--- src/rtl/jtag_tap_responder.sv ---
// jtag_tap_responder
// Device-side JTAG TAP controller for the jtag_a bus. The TAP pins are
// oversampled in the system clock domain. tck edges are detected as events,
// and the 16-state TAP FSM advances only on those events.
//
// Data registers: BYPASS (1 bit), IDCODE (32 bits) and USER (DR_WIDTH bits).
//
// Ports:
//   clock       in   system clock (the only clock)
//   reset       in   synchronous active-low reset
//   tck         in   JTAG test clock, sampled as data
//   tms         in   test mode select
//   tdi         in   test data in
//   tdo         out  test data out, changes on tck fall events
//   tdo_en      out  high while tdo carries shift data
//   tap_state   out  TAP state, 1149.1 encoding
//   ir_out      out  active instruction
//   user_in     in   value captured into USER in Capture-DR
//   user_out    out  USER value latched in Update-DR
//   user_update out  one-clock pulse when user_out loads
module jtag_tap_responder #(
    parameter int unsigned         IR_WIDTH   = 4,
    parameter int unsigned         DR_WIDTH   = 16,
    parameter logic [31:0]         IDCODE_VAL = 32'h4BA0_0477,
    parameter logic [IR_WIDTH-1:0] OP_IDCODE  = 4'h1,
    parameter logic [IR_WIDTH-1:0] OP_USER    = 4'h8
) (
    input  logic                clock,
    input  logic                reset,
    input  logic                tck,
    input  logic                tms,
    input  logic                tdi,
    output logic                tdo,
    output logic                tdo_en,
    output logic [3:0]          tap_state,
    output logic [IR_WIDTH-1:0] ir_out,
    input  logic [DR_WIDTH-1:0] user_in,
    output logic [DR_WIDTH-1:0] user_out,
    output logic                user_update
);

    typedef enum logic [3:0] {
        TLR    = 4'hF, RTI    = 4'hC,
        SEL_DR = 4'h7, CAP_DR = 4'h6, SH_DR = 4'h2, EX1_DR = 4'h1,
        PAU_DR = 4'h3, EX2_DR = 4'h0, UPD_DR = 4'h5,
        SEL_IR = 4'h4, CAP_IR = 4'hE, SH_IR = 4'hA, EX1_IR = 4'h9,
        PAU_IR = 4'hB, EX2_IR = 4'h8, UPD_IR = 4'hD
    } tap_state_e;

    // Pattern loaded into the IR in Capture-IR: binary ...0001.
    localparam logic [IR_WIDTH-1:0] IR_CAPTURE = {{(IR_WIDTH-1){1'b0}}, 1'b1};

    logic [1:0]          tck_sync_r;
    logic [1:0]          tms_sync_r;
    logic [1:0]          tdi_sync_r;
    logic                tck_prev_r;
    logic                rise_r;
    logic                fall_r;
    tap_state_e          state_r;
    logic [IR_WIDTH-1:0] ir_shift_r;
    logic                bypass_r;
    logic [31:0]         idcode_shift_r;
    logic [DR_WIDTH-1:0] user_shift_r;
    logic                sel_idcode_s;
    logic                sel_user_s;
    logic                dr_bit0_s;

    // IEEE 1149.1 next-state function, evaluated on a tck rise event.
    function automatic tap_state_e tap_next(input tap_state_e cur, input logic tms_v);
        tap_state_e nxt;
        case (cur)
            TLR:    nxt = tms_v ? TLR    : RTI;
            RTI:    nxt = tms_v ? SEL_DR : RTI;
            SEL_DR: nxt = tms_v ? SEL_IR : CAP_DR;
            CAP_DR: nxt = tms_v ? EX1_DR : SH_DR;
            SH_DR:  nxt = tms_v ? EX1_DR : SH_DR;
            EX1_DR: nxt = tms_v ? UPD_DR : PAU_DR;
            PAU_DR: nxt = tms_v ? EX2_DR : PAU_DR;
            EX2_DR: nxt = tms_v ? UPD_DR : SH_DR;
            UPD_DR: nxt = tms_v ? SEL_DR : RTI;
            SEL_IR: nxt = tms_v ? TLR    : CAP_IR;
            CAP_IR: nxt = tms_v ? EX1_IR : SH_IR;
            SH_IR:  nxt = tms_v ? EX1_IR : SH_IR;
            EX1_IR: nxt = tms_v ? UPD_IR : PAU_IR;
            PAU_IR: nxt = tms_v ? EX2_IR : PAU_IR;
            EX2_IR: nxt = tms_v ? UPD_IR : SH_IR;
            UPD_IR: nxt = tms_v ? SEL_DR : RTI;
            default: nxt = TLR;
        endcase
        return nxt;
    endfunction

    // Synchronize the TAP pins and turn tck transitions into one-clock events.
    always_ff @(posedge clock) begin
        if (!reset) begin
            tck_sync_r <= 2'b00;
            tms_sync_r <= 2'b00;
            tdi_sync_r <= 2'b00;
            tck_prev_r <= 1'b0;
            rise_r     <= 1'b0;
            fall_r     <= 1'b0;
        end else begin
            tck_sync_r <= {tck_sync_r[0], tck};
            tms_sync_r <= {tms_sync_r[0], tms};
            tdi_sync_r <= {tdi_sync_r[0], tdi};
            tck_prev_r <= tck_sync_r[1];
            rise_r     <= tck_sync_r[1] & ~tck_prev_r;
            fall_r     <= ~tck_sync_r[1] & tck_prev_r;
        end
    end

    // The DR is chosen from the active instruction. That instruction only
    // changes in Update-IR and Test-Logic-Reset, so it cannot change mid-scan.
    always_comb begin
        sel_idcode_s = 1'b0;
        sel_user_s   = 1'b0;
        if (ir_out == OP_IDCODE) begin
            sel_idcode_s = 1'b1;
        end else if (ir_out == OP_USER) begin
            sel_user_s = 1'b1;
        end else begin
            sel_idcode_s = 1'b0;
            sel_user_s   = 1'b0;
        end
    end

    // Bit 0 of the selected data register, which is driven to tdo during Shift-DR.
    always_comb begin
        dr_bit0_s = 1'b0;
        if (sel_idcode_s) begin
            dr_bit0_s = idcode_shift_r[0];
        end else if (sel_user_s) begin
            dr_bit0_s = user_shift_r[0];
        end else begin
            dr_bit0_s = bypass_r;
        end
    end

    // TAP FSM. Capture and shift act on rise events, and update and tdo act on
    // fall events. Each action is chosen by the state the TAP is in at that event.
    always_ff @(posedge clock) begin
        if (!reset) begin
            state_r        <= TLR;
            ir_shift_r     <= {IR_WIDTH{1'b0}};
            bypass_r       <= 1'b0;
            idcode_shift_r <= 32'h0000_0000;
            user_shift_r   <= {DR_WIDTH{1'b0}};
            tdo            <= 1'b0;
            tdo_en         <= 1'b0;
            ir_out         <= OP_IDCODE;
            user_out       <= {DR_WIDTH{1'b0}};
            user_update    <= 1'b0;
        end else begin
            user_update <= 1'b0;
            if (rise_r) begin
                case (state_r)
                    CAP_IR: ir_shift_r <= IR_CAPTURE;
                    SH_IR:  ir_shift_r <= {tdi_sync_r[1], ir_shift_r[IR_WIDTH-1:1]};
                    CAP_DR: begin
                        if (sel_idcode_s) begin
                            idcode_shift_r <= IDCODE_VAL;
                        end else if (sel_user_s) begin
                            user_shift_r <= user_in;
                        end else begin
                            bypass_r <= 1'b0;
                        end
                    end
                    SH_DR: begin
                        if (sel_idcode_s) begin
                            idcode_shift_r <= {tdi_sync_r[1], idcode_shift_r[31:1]};
                        end else if (sel_user_s) begin
                            user_shift_r <= {tdi_sync_r[1], user_shift_r[DR_WIDTH-1:1]};
                        end else begin
                            bypass_r <= tdi_sync_r[1];
                        end
                    end
                    default: ;
                endcase
                state_r <= tap_next(state_r, tms_sync_r[1]);
            end else if (fall_r) begin
                case (state_r)
                    SH_IR: begin
                        tdo    <= ir_shift_r[0];
                        tdo_en <= 1'b1;
                    end
                    SH_DR: begin
                        tdo    <= dr_bit0_s;
                        tdo_en <= 1'b1;
                    end
                    UPD_IR: begin
                        tdo    <= 1'b0;
                        tdo_en <= 1'b0;
                        ir_out <= ir_shift_r;
                    end
                    UPD_DR: begin
                        tdo    <= 1'b0;
                        tdo_en <= 1'b0;
                        if (sel_user_s) begin
                            user_out    <= user_shift_r;
                            user_update <= 1'b1;
                        end
                    end
                    TLR: begin
                        tdo    <= 1'b0;
                        tdo_en <= 1'b0;
                        ir_out <= OP_IDCODE;
                    end
                    default: begin
                        tdo    <= 1'b0;
                        tdo_en <= 1'b0;
                    end
                endcase
            end
        end
    end

    assign tap_state = state_r;

endmodule

--- config.mk ---
export PLATFORM = sky130hd
export DESIGN_NAME = jtag_tap_responder
export DESIGN_NICKNAME = d
export VERILOG_FILES = /design/src/rtl/jtag_tap_responder.sv
export SDC_FILE = /design/constraint.sdc
export NUM_CORES = 1
export LEC_CHECK = 0
export CORE_MARGIN = 2
export CORE_UTILIZATION = 50
export CTS_CLUSTER_DIAMETER = 150
export DETAILED_ROUTE_END_ITERATION = 8
export HOLD_SLACK_MARGIN = 0.15
export PLACE_DENSITY = 0.74
export SETUP_SLACK_MARGIN = 0.02
export SLEW_MARGIN = 10
export SYNTH_ARGS = -nofsm -noshare
export SYNTH_HDL_FRONTEND = slang
export SYNTH_SLANG_ARGS = --single-unit
--- constraint.sdc ---
create_clock -name clock -period 2.6 [get_ports clock]
set_input_delay 0.52 -clock clock [delete_from_list [all_inputs] [get_ports clock]]
set_output_delay 0.52 -clock clock [all_outputs]
set_load 0.02 [all_outputs]
== Word-level counts from Yosys, hierarchy flattened ==
Index checks and enable logic that the tools add are counted.

* Multipliers: 0
* Bitwise gates (word level): 8
* Div/mod/pow operators: 0
* Muxes and demuxes: 36
* Add/subtract/negate cells: 0
* $lt $le $gt $ge: 0
* Equal/unequal tests: 25
* Reductions and logical operators: 16
* Shift operators: 0

{| class="wikitable"
|+ Operators with widths
! cell !! count
|-
| $mux 16 || 4
|-
| $mux 32 || 2
|-
| $pmux 32 s2 || 1
|-
| $pmux 4 s12 || 1
|-
| $eq 4x4->1 const B || 9
|-
| $pmux 16 s2 || 1
|-
| $eq 4x3->1 const B || 4
|-
| $ne 2x2->1 const B || 8
|-
| $pmux 4 s2 || 2
|-
| $mux 1 || 12
|-
| $mux 2 || 6
|-
| $mux 3 || 4
|-
| $reduce_and 6->1 || 2
|-
| $eq 4x1->1 const B || 2
|-
| $eq 4x2->1 const B || 2
|-
| $reduce_and 4->1 || 2
|-
| $not 1->1 || 6
|-
| $reduce_bool 2->1 || 3
|-
| $reduce_or 2->1 || 3
|-
| $logic_not 4->1 || 1
|-
| $mux 4 || 1
|-
| $pmux 1 s2 || 2
|-
| $reduce_and 2->1 || 2
|-
| $reduce_or 4->1 || 1
|-
| other kinds (3) || 4
|}

* RAM bits: 0
* Memories kept: 0
* Bits in read-only memories: 0
* Register bits: 89
* Word-level logic and storage cells: 101
* Output and inout bits: 27
* Latch bits: 0
* Input port bits: 21

== Logic depth before layout (Yosys ltp) ==
Gate-level depths: netlist of run 1.

* Depth after elaboration: 6
* Gate-level depth with buffers: 7
* Mapped depth without buffers: 4

== Worst setup path after synthesis of run 1 ==
OpenSTA, ideal clock, no wires.

* Path kind: reg-to-reg
* From: register ir_out[3]
* To: register user_out[0]
* Cell stages (with the launch flop): 8
* Setup time: 0.132 ns
* Clock period less this slack: 2.113 ns
* Slack: 0.487 ns
* Buffers on the path: 3
* Required time: 2.468 ns
* Data arrival time: 1.980 ns
* Cells stage by stage: dfxtp_1 > buf_4 > or4b_4 > or4_4 > buf_6 > buf_8 > nand2_1 > a21oi_1

* Cells in the longest elaborated chain, start to end: 4
* Elaborated cells between the ends (all ways): 5
* Those cells by class: eq/ne (2); mux (2); reduce/logical (1)

{| class="wikitable"
|+ Ends and longest elaborated chain
! item !! line !! source
|-
| start: declaration || 36 || <nowiki>output logic [IR_WIDTH-1:0] ir_out,</nowiki>
|-
| start signal: assignment || 193 || <nowiki>ir_out <= ir_shift_r;</nowiki>
|-
| $eq 4x4->1 || 119 || <nowiki>end else if (ir_out == OP_USER) begin</nowiki>
|-
| $mux 1 || 119 ||
|-
| $mux 1 (*) || 117 || <nowiki>if (ir_out == OP_IDCODE) begin</nowiki>
|-
| $reduce_and 4->1 (no source line) (*) || - ||
|-
| end signal: assignment || 151 || <nowiki>user_out <= {DR_WIDTH{1'b0}};</nowiki>
|-
| end signal: assignment || 199 || <nowiki>user_out <= user_shift_r;</nowiki>
|-
| end: declaration || 38 || <nowiki>output logic [DR_WIDTH-1:0] user_out,</nowiki>
|}

Every way passes the cells marked *; elsewhere a longest branch is shown, timed or not.
A chain may end at the register's enable or synchronous reset.

== Worst setup path in the final report of run 1 ==
* From: register state_r[0] (netlist: tap_state[0])
* To: output port tap_state[0]

{| class="wikitable"
|+ RTL lines
! item !! line !! source
|-
| start: declaration || 59 || <nowiki>tap_state_e state_r;</nowiki>
|-
| start signal: assignment || 179 || <nowiki>state_r <= tap_next(state_r, tms_sync_r[1]);</nowiki>
|-
| end: declaration || 35 || <nowiki>output logic [3:0] tap_state,</nowiki>
|}

No word-level cell between the ends.

==> results.cfg, run 1 <==
[outcome]
outcome = complete, no violations

[die]
initial_core_util_pct = 51.3
dieArea_mm2 = 0.00806
boundaryPins = 48
row_count = 31
fp.dieH_um = 89.8
core_area_mm2 = 0.00718
fp.dieW_um = 89.8

[clocking]
cts_sinks = 89
cts_max_level = 3
tritoncts = built
cts_resized = 0
insertion_delay_ns = 0.35
cts_root_buf = clkbuf_8
clk_pin_slew_ns = 0.08
post-cts-setup-buffer-count = 0
numCtsBuffers = 9
clockBufferDepth = 2
cts_hold_buf = 0

[setup_path]
r2r_slack_ns = 0.57
worst_setup_path_start_kind = flop
cp_slowest_stage_delay_ns = 0.70
crit_fanout = 14
r2r_end = idcode_shift_r[1]
crit_arrival_ns = 1.63
endpoint_kind = output port
path_buf_inv = 1
worst_r2r_path_depth = 5
reg2reg_from = rise_r
path_cells = clkdlybuf4s50_1
cpMaxStageDelayCell = clkdlybuf4s50_1
critPathTopFamily = buffers and inverters
criticalPathCategory = reg2out
required_ns = 2.08

[synth]
synthXorXnorAreaFrac_pct = 0.238
async_reset_ff_share_pct = 0
synth_most_common_cell = dfxtp_1
synth.top_cell.area_share_pct = 48.4
ys_ff_latch = 89
syn_inst = 418
synth_cell_types = 40
synth_top_cell_by_area = dfxtp_1
ys.warnings.count = 0
synth-edff-count = 0
synth_area_mm2 = 0.00368
synth_top_family_by_area = simple AND/OR/NAND/NOR gates
yosys-top-cells-count = dfxtp_1 (89), nand2_1 (69), a21oi_1 (30)
synth_compound_area_share_pct = 16.2
synth_nets = 439
synth_fa_ha_area_share_pct = 0
synth_area_leaders = dfxtp_1 (48%), nand2_1 (7.0%), a21boi_0 (5.7%)
ys_seq_area_share_pct = 48.4
synth.avg_cell_area_um2 = 8.80
synth_mux_area_share_pct = 4.63
synthFlopType = dfxtp_1
synth-simple-area-share_pct = 26.0

[routing]
drtAntennaViolNets = 0
wl_per_cell_um = 13.0
dr.pass1.iters = 4
vias = 2918
drtIter0Drc = 108
viasPerCell = 5.25
routed_wl_um = 7220
route.detailed.drc = 0

[sta]
finalSetupTns_ns = 0
slew_headroom_pct = 61.4
hold_violations = 0
rsz0062_at_grt = no
worst_hold_slack_ns = 0.413
slew_violations = 0
tightest_slew_ns = 0.572
finClkSkew_ns = 0.0110
fin_ws_ns = 0.454
final-setup-viol-count = 0
fin_crit_sh_pct = 82.6
fmax_mhz = 466
min_period_ns = 2.15

[global_route]
antenna_found_initial = 0
grt_pass1_wl_um = 12200
first_global_vias = 2648
grt_max_degree = 41
grt.total_usage_pct = 18.2
overflow = 0

[power_and_ir_drop]
p_sw_mw = 0.547
clkPwrFrac_pct = 39.5
p_sw_share_pct = 22.0
p_per_area_mw_per_mm2 = 563
p_comb_share_pct = 4.9
leakagePower_nw = 1.47
vdd_drop_max_mv = 0.468
p_int_mw = 1.94
power_frac_seq_pct = 55.6

[placement]
place_congestion = 0.818
dp_hpwl_um = 4680
dpl_cell_area_mm2 = 0.00419
dp_worst_setup_slack_ns = 0.619
placed_cells = 540
port_buffers = 47

[final_layout]
flow.area_growth_from_synthesis_pct = 19.8
fin_nets = 473
final_cell_count_no_fill = 556
drive_gt1_share_pct = 7.88
stdcell_area_mm2 = 0.00441
diodes = 0

[hold_path]
worst_hold_path_type = reg2reg
min_from = tck_prev_r
whs_path_depth = 1
min_to = rise_r

[run]
maxCapViolations = 0
[cell type report]
cell class	instances	area (um2)
inverters	2	7.51
repair buffers	57	541
fillers	634	2770
clock inverters	5	62.6
clock buffers	11	151
flip-flops and latches	89	1780
well taps	99	124
multi-input cells	293	1740
[placed cells by master (no fill, tap or decap), types with 10 or more instances in the layout]
cell type / count
nand3b_1: 19
clkdlybuf4s50_1: 46
mux2i_1: 17
dfxtp_1: 89
nor2_1: 21
nor3_1: 15
clkbuf_8: 11
buf_4: 10
o21ai_0: 24
nand2_1: 69
a21oi_1: 30
nor3b_1: 15
a21boi_0: 28
[how the worst max path moves through the flow]
stage / from / to / slack, ns / depth (start not counted)
after global routing: tap_state[0] / tap_state[0] / 0.34 / 1
after global placement: ir_out[3] / user_out[0] / 0.67 / 4
after floorplan: ir_out[3] / user_out[0] / 0.49 / 7
after CTS: tap_state[0] / tap_state[0] / 0.44 / 1
final: tap_state[0] / tap_state[0] / 0.45 / 1
after detailed placement: rise_r / idcode_shift_r[1] / 0.62 / 5
[per-stage QoR]
step / power [mW] / util, %
after floorplan: 1.48 / -
after global placement: 1.53 / 58.4
after detailed placement: 1.53 / 58.4
after CTS: 2.52 / 61.4
after global routing: 2.59 / 61.4
final: 2.48 / 61.4
[sequential cells by signal (all words and copies together) (netlist names), 2 cells and up]
name / flops
user_out: 16
ir_out: 4
ir_shift_r: 4
tap_state: 4
tdi_sync_r: 2
tck_sync_r: 2
tms_sync_r: 2
idcode_shift_r: 32
user_shift_r: 16
[power groups by stage]
stage | clock network, mW | logic, mW | registers (mW)
after detailed placement | 0 | 0.121 | 1.41
after floorplan | 0 | 0.0701 | 1.41
after global placement | 0 | 0.120 | 1.41
after global routing | 1.07 | 0.133 | 1.38
final | 0.981 | 0.122 | 1.38
after CTS | 1.01 | 0.123 | 1.38
[cell families after synthesis]
| kind of cell | after synthesis |
|---|---|
| and+or+nand+nor | 178 |
| muxes | 17 |
| AOI/OAI and AO/OA | 97 |
| xor gates and xnor gates | 1 |
| DFF | 89 |
| buffers and inverters | 36 |
[layer usage]
layer / part of all wire, % / GRT usage (%)
met5: 0 / 0
met4: 1.3 / 7.18
met3: 4.8 / 5.20
met2: 46 / 28.5
met1: 47 / 23.9
Power figures use the tool's default switching activity.
==> run 2, diff against run 1 <==
--- a/config.mk
+++ b/config.mk
@@ -6,11 +6,11 @@
 export NUM_CORES = 1
 export LEC_CHECK = 0
 export CORE_MARGIN = 2
-export CORE_UTILIZATION = 50
+export CORE_UTILIZATION = 49
 export CTS_CLUSTER_DIAMETER = 150
 export DETAILED_ROUTE_END_ITERATION = 8
 export HOLD_SLACK_MARGIN = 0.15
-export PLACE_DENSITY = 0.74
+export PLACE_DENSITY = 0.76
 export SETUP_SLACK_MARGIN = 0.02
 export SLEW_MARGIN = 10
 export SYNTH_ARGS = -nofsm -noshare
==> constraint.sdc (replaced) <==
create_clock -name clock -period 1.9 [get_ports clock]
set_input_delay 0.38 -clock clock [delete_from_list [all_inputs] [get_ports clock]]
set_output_delay 0.38 -clock clock [all_outputs]
set_load 0.02 [all_outputs]
==> results.cfg, run 2 (synthesis gave the netlist of run 1 again) <==
[sta]
fmax_mhz = 552
hold_violations = 0
slew_headroom_pct = 74.7
fin_crit_sh_pct = 95.3
final-setup-viol-count = 0
finalSetupTns_ns = 0
slew_violations = 0
rsz0062_at_grt = no
tightest_slew_ns = 0.379
finClkSkew_ns = 0.00752
min_period_ns = 1.81

[global_route]
overflow = 0
grt_max_degree = 33
first_global_vias = 2698
grt_pass1_wl_um = 12300
grt.total_usage_pct = 18.2
antenna_found_initial = 0

[final_layout]
drive_gt1_share_pct = 10.1
stdcell_area_mm2 = 0.00450
largest_reg_flops = 32
seqCellArea_mm2 = 0.00179
multi_input_area_mm2 = 0.00174
diodes = 0
fillers = 627
flow.area_growth_from_synthesis_pct = 22.3
fin_nets = 483
top_regs = idcode_shift_r: 32 flops, user_out: 16 flops, user_shift_r: 16 flops
top_register = idcode_shift_r
final_cell_mix = dfxtp_1 (84), nand2_1 (69), clkdlybuf4s50_1 (43)
final_common_cell = dfxtp_1

[setup_path]
crit_fanout = 7
endpoint_kind = output port
required_ns = 1.52
worst_setup_path_start_kind = flop
criticalPathCategory = reg2out
crit_arrival_ns = 1.43

[power_and_ir_drop]
vdd_drop_max_mv = 0.316
leakagePower_nw = 1.52
p_per_area_mw_per_mm2 = 739

[clocking]
post-cts-setup-buffer-count = 0
tritoncts = built
clockBufferDepth = 2
cts_sinks = 89
cts_root_buf = clkbuf_8
clk_pin_slew_ns = 0.08
cts_resized = 6
numCtsBuffers = 9
insertion_delay_ns = 0.35
cts_hold_buf = 0
cts_max_level = 3

[routing]
route.detailed.drc = 0
drtIter0Drc = 216
viasPerCell = 5.27
routed_wl_um = 7290
vias = 2985
dr.pass1.iters = 4
wl_per_cell_um = 12.9
drtAntennaViolNets = 0

[die]
row_count = 31
boundaryPins = 48
initial_core_util_pct = 50.7
fp.dieW_um = 90.6
dieArea_mm2 = 0.00822
fp.dieH_um = 90.6
core_area_mm2 = 0.00725

[outcome]
outcome = complete, no violations

[placement]
port_buffers = 47
dpl_cell_area_mm2 = 0.00431
place_congestion = 0.859
dp_hpwl_um = 4890

[run]
maxCapViolations = 0

[hold_path]
worst_hold_path_type = reg2reg
-- run 2: worst max-delay path: stages, from the launching register on --
cell and delay [ns]:
dfxtp_2 0.34, buf_4 0.14, clkdlybuf4s50_1 0.60
-- run 2: area by class of cell --
class | count | share of cell area, %
clock buffers | 13 | 3.31
clock inverters | 3 | 0.890
inverters | 2 | 0.167
multi-input cells | 293 | 38.6
flip-flops and latches | 89 | 39.8
well taps | 99 | 2.75
repair buffers | 67 | 14.4
-- run 2: path summary, 6_finish.rpt --
check	from	end	slack [ns]	cells after the start
min	tck_prev_r	rise_r	0.41	1
max reg2reg	ir_out[3]	user_out[2]	0.14	4
max	ir_out[0]	ir_out[0]	0.09	2
min reg2reg	tck_prev_r	rise_r	0.41	1
-- run 2: power breakdown --
group	total [mW]	switching (mW)	leakage (nW)	internal (mW)
registers	1.89	0.0123	0.717	1.87
logic	0.178	0.0816	0.701	0.0960
clock network	1.26	0.619	0.0974	0.642
total	3.32	0.713	1.52	2.61
-- run 2: per-layer routing --
layer,share of wire [%],routed length (um),up-vias,global-route usage (%)
met5,0,0,-,0
met4,1.6,113,0,7.18
met3,3.3,243,11,4.67
met2,47,3450,53,29.9
met1,48,3480,1397,22.7
li1,-,-,1524,-
-- run 2: metrics by stage --
step / hold slack (ns) / util (%) / setup slack [ns] / power (mW) / cells
2_1_floorplan: 0.383 / - / 0.00799 / 2.02 / 418
3_3_place_gp: 0.387 / 59.4 / 0.181 / 2.11 / 550
3_5_place_dp: 0.399 / 59.4 / 0.141 / 2.11 / 550
4_1_cts: 0.411 / 62.0 / 0.0698 / 3.35 / 566
5_1_grt: 0.444 / 62.0 / 0.0291 / 3.45 / 566
6_report: 0.407 / 62.0 / 0.0898 / 3.32 / 566
